==> src/rtl/canonical_form_reduction_pkg.sv <==
// Shared definitions for the canonical-form reducer: literal encodings, FSM states
// and the Aaronson-Gottesman phase exponent used when multiplying Pauli rows.
package canonical_pkg;

  localparam logic [1:0] LIT_I = 2'b00;
  localparam logic [1:0] LIT_Z = 2'b01;
  localparam logic [1:0] LIT_X = 2'b10;
  localparam logic [1:0] LIT_Y = 2'b11;

  typedef enum logic [2:0] {
    IDLE,
    LOAD,
    XSCAN,
    XELIM,
    ZSCAN,
    ZELIM,
    OUT
  } canon_state_t;

  // Exponent of i picked up when litA is left-multiplied onto litB, in {-1,0,+1}.
  function automatic logic signed [1:0] gPhase(input logic [1:0] litA, input logic [1:0] litB);
    logic signed [1:0] g;
    g = 2'sb00;
    case (litA)
      LIT_X: begin
        if (litB == LIT_Z) g = 2'sb11;
        else if (litB == LIT_Y) g = 2'sb01;
      end
      LIT_Y: begin
        if (litB == LIT_Z) g = 2'sb01;
        else if (litB == LIT_X) g = 2'sb11;
      end
      LIT_Z: begin
        if (litB == LIT_X) g = 2'sb01;
        else if (litB == LIT_Y) g = 2'sb11;
      end
      default: g = 2'sb00;
    endcase
    return g;
  endfunction

endpackage

==> src/rtl/canonical_form_reduction_if.sv <==
// Row-stream bundle between the conjugation stage, the reducer and the stabilizer array.
interface canonical_form_reduction_if #(parameter int NUM_QUBIT = 4);

  logic [NUM_QUBIT-1:0][1:0]      literals_in;
  logic [(1 << NUM_QUBIT)-1:0]    phase_in;
  logic                           valid_in;
  logic                           ready_in;
  logic [NUM_QUBIT-1:0][1:0]      literals_out;
  logic [(1 << NUM_QUBIT)-1:0]    phase_out;
  logic                           valid_out;
  logic                           busy;

  modport master (
    output literals_in, phase_in, valid_in,
    input  ready_in, literals_out, phase_out, valid_out, busy
  );

  modport slave (
    input  literals_in, phase_in, valid_in,
    output ready_in, literals_out, phase_out, valid_out, busy
  );

endinterface

==> src/rtl/canonical_form_reduction_pauli_row_multiply.sv <==
// Combinational product of two commuting Pauli rows: literals XOR, and the phase
// vector flips entirely when the accumulated exponent is 2 mod 4.
module pauli_row_multiply import canonical_pkg::*; #(
  parameter int NUM_QUBIT = 4
) (
  input  logic [NUM_QUBIT-1:0][1:0]   litA_i,
  input  logic [(1 << NUM_QUBIT)-1:0] phaseA_i,
  input  logic [NUM_QUBIT-1:0][1:0]   litB_i,
  input  logic [(1 << NUM_QUBIT)-1:0] phaseB_i,
  output logic [NUM_QUBIT-1:0][1:0]   lit_o,
  output logic [(1 << NUM_QUBIT)-1:0] phase_o
);

  localparam int PH_W  = 1 << NUM_QUBIT;
  localparam int SUM_W = $clog2(NUM_QUBIT) + 2;

  logic [SUM_W-1:0]  expSum;
  logic signed [1:0] gVal;
  logic              signFlip;

  always_comb begin
    expSum = '0;
    gVal   = 2'sb00;
    lit_o  = '0;
    for (int c = 0; c < NUM_QUBIT; c++) begin
      gVal     = gPhase(litA_i[c], litB_i[c]);
      expSum   = expSum + {{(SUM_W-2){gVal[1]}}, gVal};
      lit_o[c] = litA_i[c] ^ litB_i[c];
    end
  end

  assign signFlip = ((expSum & SUM_W'(3)) == SUM_W'(2));
  assign phase_o  = phaseA_i ^ phaseB_i ^ {PH_W{signFlip}};

endmodule

==> src/rtl/canonical_form_reduction.sv <==
// Gaussian-elimination reducer: loads num_qubit rows, runs an X/Y pass then a Z pass,
// and streams the canonical tableau out. Define CANONICAL_DEBUG_EN to expose the live tableau and pivot count.
module canonical_form_reduction import canonical_pkg::*; #(
  parameter int NUM_QUBIT = 4
) (
  input logic clk,
  input logic rst,
  canonical_form_reduction_if.slave bus
`ifdef CANONICAL_DEBUG_EN
  ,
  output logic [NUM_QUBIT-1:0][NUM_QUBIT-1:0][1:0] literal_reg_canonical,
  output logic [$clog2(NUM_QUBIT+1)-1:0]           pivot_count
`endif
);

  localparam int PH_W  = 1 << NUM_QUBIT;
  localparam int PTR_W = $clog2(NUM_QUBIT + 1);
  localparam int ROW_W = $clog2(NUM_QUBIT);
  localparam logic [PTR_W-1:0] LAST_IDX = PTR_W'(NUM_QUBIT - 1);

  canon_state_t state_q, state_d;

  logic [NUM_QUBIT-1:0][NUM_QUBIT-1:0][1:0] tableau_q, tableau_d;
  logic [NUM_QUBIT-1:0][PH_W-1:0]           phase_q, phase_d;
  logic [PTR_W-1:0] iPtr_q, iPtr_d, jPtr_q, jPtr_d;
  logic [PTR_W-1:0] rowCnt_q, rowCnt_d, outCnt_q, outCnt_d;

  logic [ROW_W-1:0] iRow, jCol, pivotRow;
  logic             pivotFound;
  logic [NUM_QUBIT-1:0] elimMask;
  logic [1:0]       colLit;
  logic [NUM_QUBIT-1:0][NUM_QUBIT-1:0][1:0] prodLit;
  logic [NUM_QUBIT-1:0][PH_W-1:0]           prodPhase;

  assign iRow = iPtr_q[ROW_W-1:0];
  assign jCol = jPtr_q[ROW_W-1:0];

  // Pivot search (lowest row at or below i) and the set of rows to clear in column j.
  always_comb begin
    pivotFound = 1'b0;
    pivotRow   = '0;
    elimMask   = '0;
    colLit     = LIT_I;
    for (int k = NUM_QUBIT - 1; k >= 0; k--) begin
      colLit = tableau_q[k][jCol];
      if ((PTR_W'(k) >= iPtr_q) &&
          (((state_q == XSCAN) && colLit[1]) || ((state_q == ZSCAN) && (colLit == LIT_Z)))) begin
        pivotFound = 1'b1;
        pivotRow   = ROW_W'(k);
      end
      if ((ROW_W'(k) != iRow) &&
          (((state_q == XELIM) && colLit[1]) || ((state_q == ZELIM) && colLit[0]))) begin
        elimMask[k] = 1'b1;
      end
    end
  end

  for (genvar m = 0; m < NUM_QUBIT; m++) begin : gMul
    pauli_row_multiply #(.NUM_QUBIT(NUM_QUBIT)) uMul (
      .litA_i   (tableau_q[iRow]),
      .phaseA_i (phase_q[iRow]),
      .litB_i   (tableau_q[m]),
      .phaseB_i (phase_q[m]),
      .lit_o    (prodLit[m]),
      .phase_o  (prodPhase[m])
    );
  end

  always_ff @(posedge clk) begin
    if (rst) state_q <= IDLE;
    else     state_q <= state_d;
  end

  // A pass ends on the last column or once every row holds a pivot; full rank skips the Z pass.
  always_comb begin
    state_d = state_q;
    case (state_q)
      IDLE, LOAD: if (bus.valid_in) state_d = (rowCnt_q == LAST_IDX) ? XSCAN : LOAD;
      XSCAN: begin
        if (pivotFound)                state_d = XELIM;
        else if (jPtr_q == LAST_IDX)   state_d = ZSCAN;
      end
      XELIM: begin
        if (iPtr_q == LAST_IDX)        state_d = OUT;
        else if (jPtr_q == LAST_IDX)   state_d = ZSCAN;
        else                           state_d = XSCAN;
      end
      ZSCAN: begin
        if (pivotFound)                state_d = ZELIM;
        else if (jPtr_q == LAST_IDX)   state_d = OUT;
      end
      ZELIM: state_d = ((iPtr_q == LAST_IDX) || (jPtr_q == LAST_IDX)) ? OUT : ZSCAN;
      OUT:   if (outCnt_q == LAST_IDX) state_d = IDLE;
      default: state_d = IDLE;
    endcase
  end

  always_comb begin
    bus.ready_in     = 1'b0;
    bus.valid_out    = 1'b0;
    bus.busy         = 1'b0;
    bus.literals_out = '0;
    bus.phase_out    = '0;
    case (state_q)
      IDLE: bus.ready_in = 1'b1;
      LOAD: begin
        bus.ready_in = 1'b1;
        bus.busy     = 1'b1;
      end
      OUT: begin
        bus.valid_out    = 1'b1;
        bus.busy         = 1'b1;
        bus.literals_out = tableau_q[outCnt_q[ROW_W-1:0]];
        bus.phase_out    = phase_q[outCnt_q[ROW_W-1:0]];
      end
      default: bus.busy = 1'b1;
    endcase
  end

  // j wraps to 0 at the end of a pass so the Z pass starts at column 0 with i kept.
  always_comb begin
    tableau_d = tableau_q;
    phase_d   = phase_q;
    iPtr_d    = iPtr_q;
    jPtr_d    = jPtr_q;
    rowCnt_d  = rowCnt_q;
    outCnt_d  = outCnt_q;
    case (state_q)
      IDLE, LOAD: begin
        if (bus.valid_in) begin
          tableau_d[rowCnt_q[ROW_W-1:0]] = bus.literals_in;
          phase_d[rowCnt_q[ROW_W-1:0]]   = bus.phase_in;
          if (rowCnt_q == LAST_IDX) begin
            rowCnt_d = '0;
            iPtr_d   = '0;
            jPtr_d   = '0;
          end else begin
            rowCnt_d = rowCnt_q + 1'b1;
          end
        end
      end
      XSCAN, ZSCAN: begin
        if (pivotFound) begin
          tableau_d[pivotRow] = tableau_q[iRow];
          tableau_d[iRow]     = tableau_q[pivotRow];
          phase_d[pivotRow]   = phase_q[iRow];
          phase_d[iRow]       = phase_q[pivotRow];
        end else begin
          jPtr_d = (jPtr_q == LAST_IDX) ? '0 : jPtr_q + 1'b1;
        end
      end
      XELIM, ZELIM: begin
        for (int m = 0; m < NUM_QUBIT; m++) begin
          if (elimMask[m]) begin
            tableau_d[m] = prodLit[m];
            phase_d[m]   = prodPhase[m];
          end
        end
        iPtr_d = iPtr_q + 1'b1;
        jPtr_d = (jPtr_q == LAST_IDX) ? '0 : jPtr_q + 1'b1;
      end
      OUT: outCnt_d = (outCnt_q == LAST_IDX) ? '0 : outCnt_q + 1'b1;
      default: ;
    endcase
  end

  always_ff @(posedge clk) begin
    if (rst) begin
      tableau_q <= '0;
      phase_q   <= '0;
      iPtr_q    <= '0;
      jPtr_q    <= '0;
      rowCnt_q  <= '0;
      outCnt_q  <= '0;
    end else begin
      tableau_q <= tableau_d;
      phase_q   <= phase_d;
      iPtr_q    <= iPtr_d;
      jPtr_q    <= jPtr_d;
      rowCnt_q  <= rowCnt_d;
      outCnt_q  <= outCnt_d;
    end
  end

`ifdef CANONICAL_DEBUG_EN
  logic [PTR_W-1:0] pivotCount_q;

  // Final rank is captured as the machine enters OUT and held until the next reduction.
  always_ff @(posedge clk) begin
    if (rst)                                       pivotCount_q <= '0;
    else if ((state_d == OUT) && (state_q != OUT)) pivotCount_q <= iPtr_d;
  end

  assign literal_reg_canonical = tableau_q;
  assign pivot_count           = pivotCount_q;
`endif

endmodule
==> src/flat_wrapper.sv <==
// flat-port wrapper written by rule: the top's interface ports become plain ports
module canonical_form_reduction_flat import canonical_pkg::*;
#(
  parameter int NUM_QUBIT = 4
)
  (clk, rst, bus_literals_in, bus_phase_in, bus_valid_in, bus_ready_in, bus_literals_out, bus_phase_out, bus_valid_out, bus_busy);
  canonical_form_reduction_if #(.NUM_QUBIT(NUM_QUBIT)) bus_i ();
  input logic clk;
  input logic rst;
  input wire logic [$bits(bus_i.literals_in)-1:0] bus_literals_in;
  input wire logic [$bits(bus_i.phase_in)-1:0] bus_phase_in;
  input wire logic [$bits(bus_i.valid_in)-1:0] bus_valid_in;
  output wire logic [$bits(bus_i.ready_in)-1:0] bus_ready_in;
  output wire logic [$bits(bus_i.literals_out)-1:0] bus_literals_out;
  output wire logic [$bits(bus_i.phase_out)-1:0] bus_phase_out;
  output wire logic [$bits(bus_i.valid_out)-1:0] bus_valid_out;
  output wire logic [$bits(bus_i.busy)-1:0] bus_busy;
  assign bus_i.literals_in = bus_literals_in;
  assign bus_i.phase_in = bus_phase_in;
  assign bus_i.valid_in = bus_valid_in;
  assign bus_ready_in = bus_i.ready_in;
  assign bus_literals_out = bus_i.literals_out;
  assign bus_phase_out = bus_i.phase_out;
  assign bus_valid_out = bus_i.valid_out;
  assign bus_busy = bus_i.busy;
  canonical_form_reduction #(.NUM_QUBIT(NUM_QUBIT)) u_core (.clk(clk), .rst(rst), .bus(bus_i));
endmodule
==> config.mk <==
export PLATFORM = sky130hd
export DESIGN_NAME = canonical_form_reduction_flat
export DESIGN_NICKNAME = d
export VERILOG_FILES = /design/src/rtl/canonical_form_reduction_pkg.sv /design/src/rtl/canonical_form_reduction_if.sv /design/src/rtl/canonical_form_reduction_pauli_row_multiply.sv /design/src/rtl/canonical_form_reduction.sv /design/src/flat_wrapper.sv
export SDC_FILE = /design/constraint.sdc
export NUM_CORES = 1
export LEC_CHECK = 0
export ABC_AREA = 1
export BUFFER_PORTS_ARGS = -buffer_cell sky130_fd_sc_hd__buf_2
export CORE_MARGIN = 3
export CORE_UTILIZATION = 40
export DETAILED_ROUTE_END_ITERATION = 12
export GPL_ROUTABILITY_DRIVEN = 0
export MAX_ROUTING_LAYER = met4
export PLACE_DENSITY = 0.6
export SLEW_MARGIN = 40
export SYNTH_ARGS = -nofsm -noshare
export SYNTH_HDL_FRONTEND = slang
export SYNTH_SLANG_ARGS = --single-unit
==> constraint.sdc <==
create_clock -name clk -period 3.1 [get_ports clk]
set_input_delay 0.155 -clock clk [delete_from_list [all_inputs] [get_ports clk]]
set_output_delay 0.155 -clock clk [all_outputs]
set_load 0.005 [all_outputs]
==> impl_results.md <==
* FILL cells at 3893
* Hold slack at 0.0655 ns
* Critical path buffers and inverters at 6
* First-pass GRT wire length at 108000 um
* Met2 WL at 30400 um
* Sequential share of power at 0.115
* Failing checks: setup timing
* Final setup fails at 66
* Synth Instances at 2715
* Boundary pin count at 54
* Root Driver: clkbuf_16
* CP max-delay cell: dfxtp_4
* Multi-input gate area at 0.0116 mm2
* Cts bufs inserted at 9
* Area growth, synth to finish at 19.8%
* Post-synth ARST share at 0
* Final core occ at 0.493
* Max Slew Vio Count at 0
* DRT met1 WL at 27700 um
* Mean area per synthesized cell at 5.63 um2
* Initial Utilization at 0.412
* Tcrit/Tclk final at 1.14
* Int Pwr at 7.35 mW
* Initial antenna violation count at 1
* Drt wl/cell at 21.9 um
* Crit path capture type: register
* Ranking of synthesized cells by area: nand2_1 (15%), dfxtp_1 (15%), nand3_1 (13%)
* Die footprint at 0.0406 mm2
* Setup CP Type: register to register
* Vias per inst at 6.09
* Sequential cell area at 0.00223 mm2
* Slew HR at 0.428
* Vias at 20.4k
* Clock network fraction of design power at 0.073
* CP delay by family, top: simple AND/OR/NAND/NOR gates
* Largest net degree at the start of global routing at 97
* Most Frequent Cell on Critical Path: nand2_2
* Vias in the first global route at 18.8k
* Slew @ Worst Pin at 0.856 ns
* Routed WL at 73400 um
* Peak VDD IR at 0.739 mV
* Initial DRC count at 3020
* Hold_buf cts at 0
* Antenna-violating nets left at 0
* Main synth FF type: dfxtp_1
* Core Rows at 70
* Total gr overflow at 0
* Fmax at 282 MHz
* # port buffers at 53
* Synth Warn # at 0
* DRC Markers at 0
* Max incr delay on CP at 0.46 ns
* Synth area leader: nand2_1
* Total negative slack at -19.09 ns
* Critical-path maximum fanout at 6
* Post-Syn Area at 0.0153 mm2
* CTS H-Tree Depth at 3
* Static Leak at 8.45 nW
* Hold Fails Final Rpt at 0
* RSZ-0062 raised after global routing: true
* Tmin final at 3.54 ns
* Max Cap Viol at 0
* Library cells used by synthesis at 46
* Arrival time worst endpoint at 3.88 ns
* Nets at 2947
* Register bit total from synthesis at 111
* Core area at 0.0371 mm2
* Die W at 202 um
* Psw at 11.7 mW
* Total GRT Usage at 0.349
* Power share of the combinational group at 0.812
* Post-synth EDFFs at 0
* Syn nets at 2827
* Pwr dens at 1040 mW/mm2
* Synth top area share at 0.154
* CTS max path bufs at 2
* Final HPWL DP at 46500 um
* Status: finished with violations
* Switching part of the total at 0.614
* Startpoint Class: register
* Clk_lat worst skew at 0.39 ns
* Hold Crit Class: input pin to register
* Layout cells sized above 1 at 0.176
* CTS clk-pin slew, worst paths at 0.09 ns
* Sequential area share after synthesis at 0.145
* Die Y at 202 um
* Clock skew at 0.0146 ns
* Worst Path Required at 3.43 ns
* Setup ws final at -0.442 ns
* # clock sinks at 111
* Met3 WL post-DR at 10400 um
* First drt pass iteration count at 7
* Uppermost layer routed: met4
* CTS tree: yes
cell usage in the layout (no fill, tap or decap), drive strengths merged, types with 3 or more instances in the layout:
| master | instances |
|---|---|
| nand3 | 414 |
| a31oi | 4 |
| ha | 81 |
| nand2 | 661 |
| clkbuf | 15 |
| xor2 | 65 |
| clkinv | 24 |
| o211ai | 21 |
| nor3 | 47 |
| nand4 | 37 |
| nand3b | 23 |
| a211oi | 6 |
| o21ai | 301 |
| a21oi | 300 |
| o221ai | 4 |
| buf | 275 |
| inv | 277 |
| fa | 4 |
| o22ai | 5 |
| dfxtp | 111 |
| clkinvlp | 3 |
| nor2 | 157 |
cell type report:
cell class                 count  area share
inverter                     300      0.0637
sequential                   111       0.122
clock inverter                 5     0.00348
clock buffer                  11      0.0138
tap                          504      0.0344
antenna                        1    0.000137
multi-input combinational   2134       0.636
timing repair buffer         279       0.127
cell usage after synthesis, drive strengths merged (4+ instances only):
cell	number
clkbuf	81
o22ai	5
nand3	414
a21oi	300
o211ai	21
fa	4
a31oi	4
inv	276
buf	90
o21ai	301
ha	81
nand3b	23
o221ai	4
nand2	660
a211oi	6
nand4	37
nor3	47
xor2	65
dfxtp	111
nor2	157
clkinv	24
metal layers:
layer / global-route usage / vias to the layer above
met2: 0.506 / 1597
met5: - / -
met1: 0.436 / 9139
li1: - / 9280
met4: 0.200 / 0
met3: 0.0912 / 366
cell families after synthesis:
kind of cell | Yosys count | synth area share
flops | 111 | 0.145
compound gates | 644 | 0.220
fa+ha+maj | 85 | 0.0715
buf+inv | 471 | 0.129
xor+xnor | 65 | 0.0372
simple gates | 1339 | 0.398
path summary, 6_finish.rpt:
| kind | from | endpoint | slack (ns) | cells after the start |
|---|---|---|---|---|
| max reg2reg | u_core.iPtr_q[0] | register | -0.44 | 26 |
| min | rst | u_core.state_q[0] | 0.07 | 2 |
| min reg2reg | u_core.outCnt_q[2] | u_core.outCnt_q[2] | 0.46 | 2 |
| max | u_core.iPtr_q[0] | register | -0.44 | 26 |
repair_timing:
action                     CTS  global route
setup endpoints to repair   72            97
setup buffers               18             8
resized for setup           64           110
pin swaps                   42            73
gates cloned                 3             5
metrics by stage:
stage / power (mW) / setup slack (ns) / instances / cell area (um2)
global route: 20.1 / -0.619 / 3345 / 18300
CTS: 17.7 / -0.331 / 3333 / 17800
finish: 19.1 / -0.442 / 3345 / 18300
floorplan: 11.0 / 0.0249 / 2715 / 15300
global placement: 15.8 / -0.404 / 3297 / 17100
detailed placement: 16.0 / -0.469 / 3297 / 17100
power groups by stage:
stage,clock network (mW),registers [mW],logic (mW)
3_3_place_gp,0,2.17,13.6
6_report,1.39,2.19,15.5
4_1_cts,1.39,2.16,14.2
3_5_place_dp,0,2.17,13.8
5_1_grt,1.44,2.22,16.5
2_1_floorplan,0,2.13,8.84
Note: power is estimated with default switching activity, not from simulation.
